**src/rtl/winograd_tile_feeder_if.sv**
```systemverilog
// Pixel-in / tile-out link of the winograd F(2x2,3x3) tile feeder.
// master = feeder side, slave = pixel producer / tile consumer side.
interface winograd_tile_feeder_if #(
  parameter int DATA_W = 8
);
  logic [DATA_W-1:0]    pix_in;
  logic                 pix_valid;
  logic                 pix_ready;
  logic [16*DATA_W-1:0] tile_data;
  logic                 tile_valid;
  logic                 tile_ready;
  logic [7:0]           tile_row;
  logic [7:0]           tile_col;
  logic                 frame_done;

  modport master (
    input  pix_in, pix_valid, tile_ready,
    output pix_ready, tile_data, tile_valid, tile_row, tile_col, frame_done
  );

  modport slave (
    output pix_in, pix_valid, tile_ready,
    input  pix_ready, tile_data, tile_valid, tile_row, tile_col, frame_done
  );
endinterface

```
**src/rtl/winograd_tile_feeder.sv**
```systemverilog
// Buffers a raster pixel stream in a 4-row line store and emits overlapping
// 4x4 tiles at stride 2 for a winograd F(2x2,3x3) engine.
module winograd_tile_feeder #(
  parameter int DATA_W = 8,
  parameter int IMG_W  = 8,
  parameter int IMG_H  = 8
) (
  input  logic                   clk,
  input  logic                   rst_n,
  winograd_tile_feeder_if.master bus
);
  localparam int NTX = (IMG_W - 2) / 2;
  localparam int NTY = (IMG_H - 2) / 2;
  localparam int CW  = $clog2(IMG_W);
  localparam int RW  = $clog2(IMG_H);

  if ((IMG_W % 2) != 0 || IMG_W < 4) begin : g_bad_w
    $error("winograd_tile_feeder: IMG_W must be even and >= 4");
  end
  if ((IMG_H % 2) != 0 || IMG_H < 4) begin : g_bad_h
    $error("winograd_tile_feeder: IMG_H must be even and >= 4");
  end

  typedef enum logic [1:0] {FILL, EMIT, DONE} state_e;

  state_e               state_q, state_d;
  logic [CW-1:0]        col_q, col_d;
  logic [RW-1:0]        row_q, row_d;
  logic [7:0]           band_q, band_d;
  logic [7:0]           tcol_q, tcol_d;
  logic                 pix_ready_q;
  logic [16*DATA_W-1:0] tile_q, tile_d;
  logic [DATA_W-1:0]    buf_q [4][IMG_W];
  logic [DATA_W-1:0]    buf_d [4][IMG_W];
  logic                 pix_acc, tile_acc, load_tile;
  logic [7:0]           sel_tc;

  assign pix_acc  = (state_q == FILL) && pix_ready_q && bus.pix_valid;
  assign tile_acc = (state_q == EMIT) && bus.tile_ready;

  always_comb begin
    state_d   = state_q;
    col_d     = col_q;
    row_d     = row_q;
    band_d    = band_q;
    tcol_d    = tcol_q;
    load_tile = 1'b0;
    sel_tc    = '0;
    case (state_q)
      FILL: begin
        if (pix_acc) begin
          if (col_q == CW'(IMG_W - 1)) begin
            col_d = '0;
            row_d = row_q + 1'b1;
            // Every odd row from 3 upward completes a band (3, 5, 7, ...).
            if (row_q[0] && row_q != RW'(1)) begin
              state_d   = EMIT;
              load_tile = 1'b1;
            end
          end else begin
            col_d = col_q + 1'b1;
          end
        end
      end
      EMIT: begin
        if (tile_acc) begin
          if (tcol_q == 8'(NTX - 1)) begin
            tcol_d = '0;
            if (band_q == 8'(NTY - 1)) begin
              band_d  = '0;
              row_d   = '0;
              col_d   = '0;
              state_d = DONE;
            end else begin
              band_d  = band_q + 8'd1;
              state_d = FILL;
            end
          end else begin
            tcol_d    = tcol_q + 8'd1;
            sel_tc    = tcol_q + 8'd1;
            load_tile = 1'b1;
          end
        end
      end
      DONE:    state_d = FILL;
      default: state_d = FILL;
    endcase
  end

  // Tile is gathered from the post-write view so the pixel completing a band
  // is already visible when the first tile of that band is loaded.
  always_comb begin
    buf_d = buf_q;
    if (pix_acc) buf_d[row_q[1:0]][col_q] = bus.pix_in;
  end

  always_comb begin
    tile_d = tile_q;
    if (load_tile) begin
      for (int unsigned r = 0; r < 4; r++) begin
        for (int unsigned c = 0; c < 4; c++) begin
          tile_d[(r*4+c)*DATA_W +: DATA_W] =
            buf_d[2'({band_q[0], 1'b0} + r)][CW'(2*sel_tc + c)];
        end
      end
    end
  end

  always_ff @(posedge clk) begin
    if (!rst_n) begin
      state_q     <= FILL;
      col_q       <= '0;
      row_q       <= '0;
      band_q      <= '0;
      tcol_q      <= '0;
      pix_ready_q <= 1'b0;
      tile_q      <= '0;
    end else begin
      state_q     <= state_d;
      col_q       <= col_d;
      row_q       <= row_d;
      band_q      <= band_d;
      tcol_q      <= tcol_d;
      pix_ready_q <= (state_d == FILL);
      tile_q      <= tile_d;
    end
  end

  always_ff @(posedge clk) begin
    buf_q <= buf_d;
  end

  assign bus.pix_ready  = pix_ready_q;
  assign bus.tile_valid = (state_q == EMIT);
  assign bus.frame_done = (state_q == DONE);
  assign bus.tile_data  = tile_q;
  assign bus.tile_row   = band_q;
  assign bus.tile_col   = tcol_q;
endmodule

```
**src/flat_wrapper.sv**
```systemverilog
// flat-port wrapper written by rule: the top's interface ports become plain ports
module winograd_tile_feeder_flat 
#(
  parameter int DATA_W = 8,
  parameter int IMG_W  = 8,
  parameter int IMG_H  = 8
)
  (clk, rst_n, bus_pix_in, bus_pix_valid, bus_tile_ready, bus_pix_ready, bus_tile_data, bus_tile_valid, bus_tile_row, bus_tile_col, bus_frame_done);
  winograd_tile_feeder_if #(.DATA_W(DATA_W)) bus_i ();
  input  logic clk;
  input  logic rst_n;
  input wire logic [$bits(bus_i.pix_in)-1:0] bus_pix_in;
  input wire logic [$bits(bus_i.pix_valid)-1:0] bus_pix_valid;
  input wire logic [$bits(bus_i.tile_ready)-1:0] bus_tile_ready;
  output wire logic [$bits(bus_i.pix_ready)-1:0] bus_pix_ready;
  output wire logic [$bits(bus_i.tile_data)-1:0] bus_tile_data;
  output wire logic [$bits(bus_i.tile_valid)-1:0] bus_tile_valid;
  output wire logic [$bits(bus_i.tile_row)-1:0] bus_tile_row;
  output wire logic [$bits(bus_i.tile_col)-1:0] bus_tile_col;
  output wire logic [$bits(bus_i.frame_done)-1:0] bus_frame_done;
  assign bus_i.pix_in = bus_pix_in;
  assign bus_i.pix_valid = bus_pix_valid;
  assign bus_i.tile_ready = bus_tile_ready;
  assign bus_pix_ready = bus_i.pix_ready;
  assign bus_tile_data = bus_i.tile_data;
  assign bus_tile_valid = bus_i.tile_valid;
  assign bus_tile_row = bus_i.tile_row;
  assign bus_tile_col = bus_i.tile_col;
  assign bus_frame_done = bus_i.frame_done;
  winograd_tile_feeder #(.DATA_W(DATA_W), .IMG_W(IMG_W), .IMG_H(IMG_H)) u_core (.clk(clk), .rst_n(rst_n), .bus(bus_i));
endmodule
```
**config.mk**
```make
export PLATFORM = sky130hd
export DESIGN_NAME = winograd_tile_feeder_flat
export DESIGN_NICKNAME = d
export VERILOG_FILES = /design/src/rtl/winograd_tile_feeder_if.sv /design/src/rtl/winograd_tile_feeder.sv /design/src/flat_wrapper.sv
export SDC_FILE = /design/constraint.sdc
export NUM_CORES = 1
export LEC_CHECK = 0
export ABC_CLOCK_PERIOD_IN_PS = 2810
export BUFFER_PORTS_ARGS = -buffer_cell sky130_fd_sc_hd__buf_2
export CORE_UTILIZATION = 35
export CTS_CLUSTER_SIZE = 24
export DETAILED_ROUTE_END_ITERATION = 10
export GPL_ROUTABILITY_DRIVEN = 0
export PLACE_DENSITY_LB_ADDON = 0.1
export SLEW_MARGIN = 0
export SYNTH_ARGS = -nofsm -noshare
export SYNTH_HDL_FRONTEND = slang
export SYNTH_SLANG_ARGS = --single-unit
export TNS_END_PERCENT = 50
```
**constraint.sdc**
```tcl
create_clock -name clk -period 2.81 [get_ports clk]
set_input_delay 0.281 -clock clk [delete_from_list [all_inputs] [get_ports clk]]
set_output_delay 0.281 -clock clk [all_outputs]
set_load 0.01 [all_outputs]
```
==> reports/qor.yml <==
criticalPathCategory: "register to register"
clock.fmax_mhz: 365.9
yosysTopAreaCellShare_pct: 34.01
min_period_ns: 2.733
cts_hold_buf: 0
grt_start_max_net_pins: 82
h-tree-depth: 2
endpoint: "u_core.bus.tile_data[122]$_SDFFE_PN0P_"
drt_iter0_drc: 2539
synth_edf_count: 0
seq_area_frac_synth_pct: 34.01
final_layout_size_suffix_gt1_share_pct: 22.09
die_h_um: 264.3
nets: 3164
setup_viol: 0
layout_setup_ws_ns: 0.07714
maxUsedRoutingLayer: "met4"
diodes: 0
whs_ns: 0.1706
cpMostUsedCell: "buf_12"
clkSinkCount: 409
critPathTopFamily: "simple AND/OR/NAND/NOR gates"
postRouteAntennaNets: 0
rows: 95
grt_pass1_vias: 21977
wl_met1_um: 44670
post-route-period-util_pct: 97.25
arrival_ns: 3.21
status: "finished, final reports clean"
worstMarginPinSlew_ns: 0.9998
netlist_area_mm2: 0.02407
cp_slowest_stage_delay_ns: 0.52
wl_met3_um: 6807
clock_skew_ns: 0.02025
antenna_found_initial: 5
p_leak_nw: 13.17
grt_pass1_wl_um: 143800
avgSynthCellArea_um2: 8.024
dpl.hpwl_um: 67910
area_growth_syn_to_layout_pct: 20.87
r2r_slack_ns: 0.08
synth_cell_types: 52
synthCells: 3000
dr_total_vias: 24151
synth_xor_area_share_pct: 0.5094
grt_use_total_pct: 26.86
met2_length_um: 43670
clk_pin_slew_worst_paths_ns: 0.06
path_depth: 11
crit_start: "u_core.bus.tile_col[0]$_SDFFE_PN0P_"
finalMaxSlewViolations: 0
crit_buf_inv: 4
cts_tree: "built"
numPortBuffers: 158
slew_headroom_pct: 33.27
synth.area.top_cells: "dfxtp_1 (34%), mux2i_1 (11%), mux2_2 (6.0%)"
p_per_area_mw_per_mm2: 465.7
min_path_type: "input pin to register"
yosys_most_used_dff: "dfxtp_1"
clockRootBuffer: "clkbuf_16"
place_ws_ns: -0.1169
core_mm2: 0.06763
r2r_start: "u_core.bus.tile_col[0]$_SDFFE_PN0P_"
synthAdderAreaFrac_pct: 0.5198
r2r-end: "u_core.bus.tile_data[122]$_SDFFE_PN0P_"
firstDrtPassIters: 8
yosysMostFrequentCell: "dfxtp_1"
synth_warnings: 0
routedWlPerCell_um: 24.28
cp_max_fo: 37
synth_common_cells: "dfxtp_1 (409), nor2_1 (282), nor3_1 (259), mux2i_1 (258), o21ai_0 (245)"
worst_setup_path_start_kind: "register"
initial_core_util_pct: 35.59
yosys_register_bits: 409
drc: 0
synth_largest_area_cell: "dfxtp_1"
cts_buffer_depth: 3
irDropWorstVdd_v: 0.0003981
die_w_um: 264.3
cp.required_ns: 3.29
path_cells: "inv_1 -> ha_2 -> or4b_1 -> o21ai_2 -> buf_12 -> nand2b_4 -> buf_12 -> clkbuf_16 -> nor2_1 -> o21ai_1 -> a31oi_1"
finalHoldViolations: 0
numCtsBuffers: 50
yosys.area_share.simple_pct: 19.27
synth_top_family_by_area: "compound AO/OA/AOI/OAI gates"
async_reset_ff_share_pct: 0
synthMuxAreaShare_pct: 16.72
synth_nets: 3022
die_area_mm2: 0.06983
clk_latency_ns: 0.62
routed_via_density: 5.954
ios: 159
reg2reg_depth: 11
maxCapViolCount: 0
cp-end-kind: "register"
synth_compound_area_share_pct: 21.09
critPathSlowestCell: "or4b_1"
routed_wl_um: 98470
grt.overflow.total: 0
-- report_power, final --
group	internal, W	total, W	switching [W]
clock network	0.00406	0.00679	0.00273
registers	0.00589	0.00593	0.0000321
logic	0.000253	0.000836	0.000584
total	0.0102	0.0136	0.00335
-- layout make-up --
| class | instances | area, um^2 |
|---|---|---|
| fill | 6645 | 38540 |
| tap | 873 | 1092 |
| multi-input combinational | 2119 | 14190 |
| clock inverter | 22 | 256.5 |
| inverter | 135 | 511.7 |
| sequential | 409 | 8198 |
| clock buffer | 71 | 1451 |
| timing repair buffer | 427 | 3392 |
-- through the flow --
step	utilization, %	cells	instance area [um^2]	total power (W)	setup TNS [ns]
2_1_floorplan	-	3000	24070	0.006543	0
3_3_place_gp	40.15	3958	27150	0.006847	-0.3678
3_5_place_dp	40.15	3958	27150	0.006870	-0.5348
4_1_cts	42.73	4051	28900	0.01368	0
5_1_grt	43.02	4056	29100	0.01399	-0.03199
6_report	43.02	4056	29100	0.01355	0
-- timing repair --
action | in CTS | in global routing
buffers inserted | 0 | 2
endpoints found under the setup margin | 15 | 100
hold endpoints to repair | 0 | 0
gates resized for setup | 14 | 29
cloned | 0 | 3
pin swaps | 0 | 2
-- worst min-delay path, cell delays in order --
cell and delay (ns):
buf_4 0.25, o21ai_0 0.13, a31oi_1 0.04
-- logic make-up after synthesis --
| family | Yosys count |
|---|---|
| AND/OR/NAND/NOR | 922 |
| AO/OA/AOI/OAI | 786 |
| buffers and inverters | 473 |
| flip-flops | 409 |
| multiplexers | 386 |
| XOR/XNOR | 14 |
| adder cells (fa/ha/maj) | 10 |
-- state kept, by name, summed over array words and instances, names as in the netlist --
name and cells:
u_core.buf_q 256, u_core.bus.pix_ready 1, u_core.bus.tile_col 8, u_core.bus.tile_data 128, u_core.bus.tile_row 8, u_core.col_q 3, u_core.row_q 3, u_core.state_q 2
-- worst min-delay path by stage --
| stage | from | end | slack [ns] | cells past startpoint |
|---|---|---|---|---|
| global placement | u_core.buf_q[238]$_DFF_P_ | u_core.buf_q[238]$_DFF_P_ | 0.45 | 2 |
| finish | rst_n | u_core.bus.tile_data[0]$_SDFFE_PN0P_ | 0.17 | 3 |
| global route | rst_n | u_core.bus.tile_data[64]$_SDFFE_PN0P_ | 0.17 | 3 |
| detailed placement | u_core.buf_q[234]$_DFF_P_ | u_core.buf_q[234]$_DFF_P_ | 0.46 | 2 |
| floorplan | bus_pix_in[1] | u_core.buf_q[105]$_DFF_P_ | 0.43 | 2 |
| CTS | rst_n | u_core.bus.tile_data[0]$_SDFFE_PN0P_ | 0.13 | 3 |
-- routing by layer --
layer | vias up | track usage (%)
met3 | 193 | 4.381
li1 | 11174 | -
met4 | 0 | 8.957
met2 | 1036 | 42.08
met1 | 11748 | 37.27
met5 | - | 0
-- cells in the final DEF, fill, tap and decap left out, types with 7 or more instances in the layout --
cell type  synthesis  routed
nor3_1           259     259
mux2i_1          258     258
buf_2             80     157
a31oi_1          128     128
nand4_1            7       7
inv_1            134     133
mux2_2           128     128
o21ai_0          245     234
clkbuf_1         231      10
nand2b_1          15      14
a21oi_1          135     135
nand2_1          154     153
clkbuf_16          0      53
a22oi_1          128     128
nor4_4             8       8
o21ai_1           15      23
clkbuf_8           0      10
buf_4              2     225
nor2_2             9      10
clkinv_2           0      14
buf_12             0      40
o211a_1          128     128
nor4_1           128     113
dfxtp_1          409     405
xor2_1             8       8
and4b_1            8       7
nor2_1           282     278
nand4b_1           8       8
nor4_2             0      15
Power figures use the tool's default switching activity.
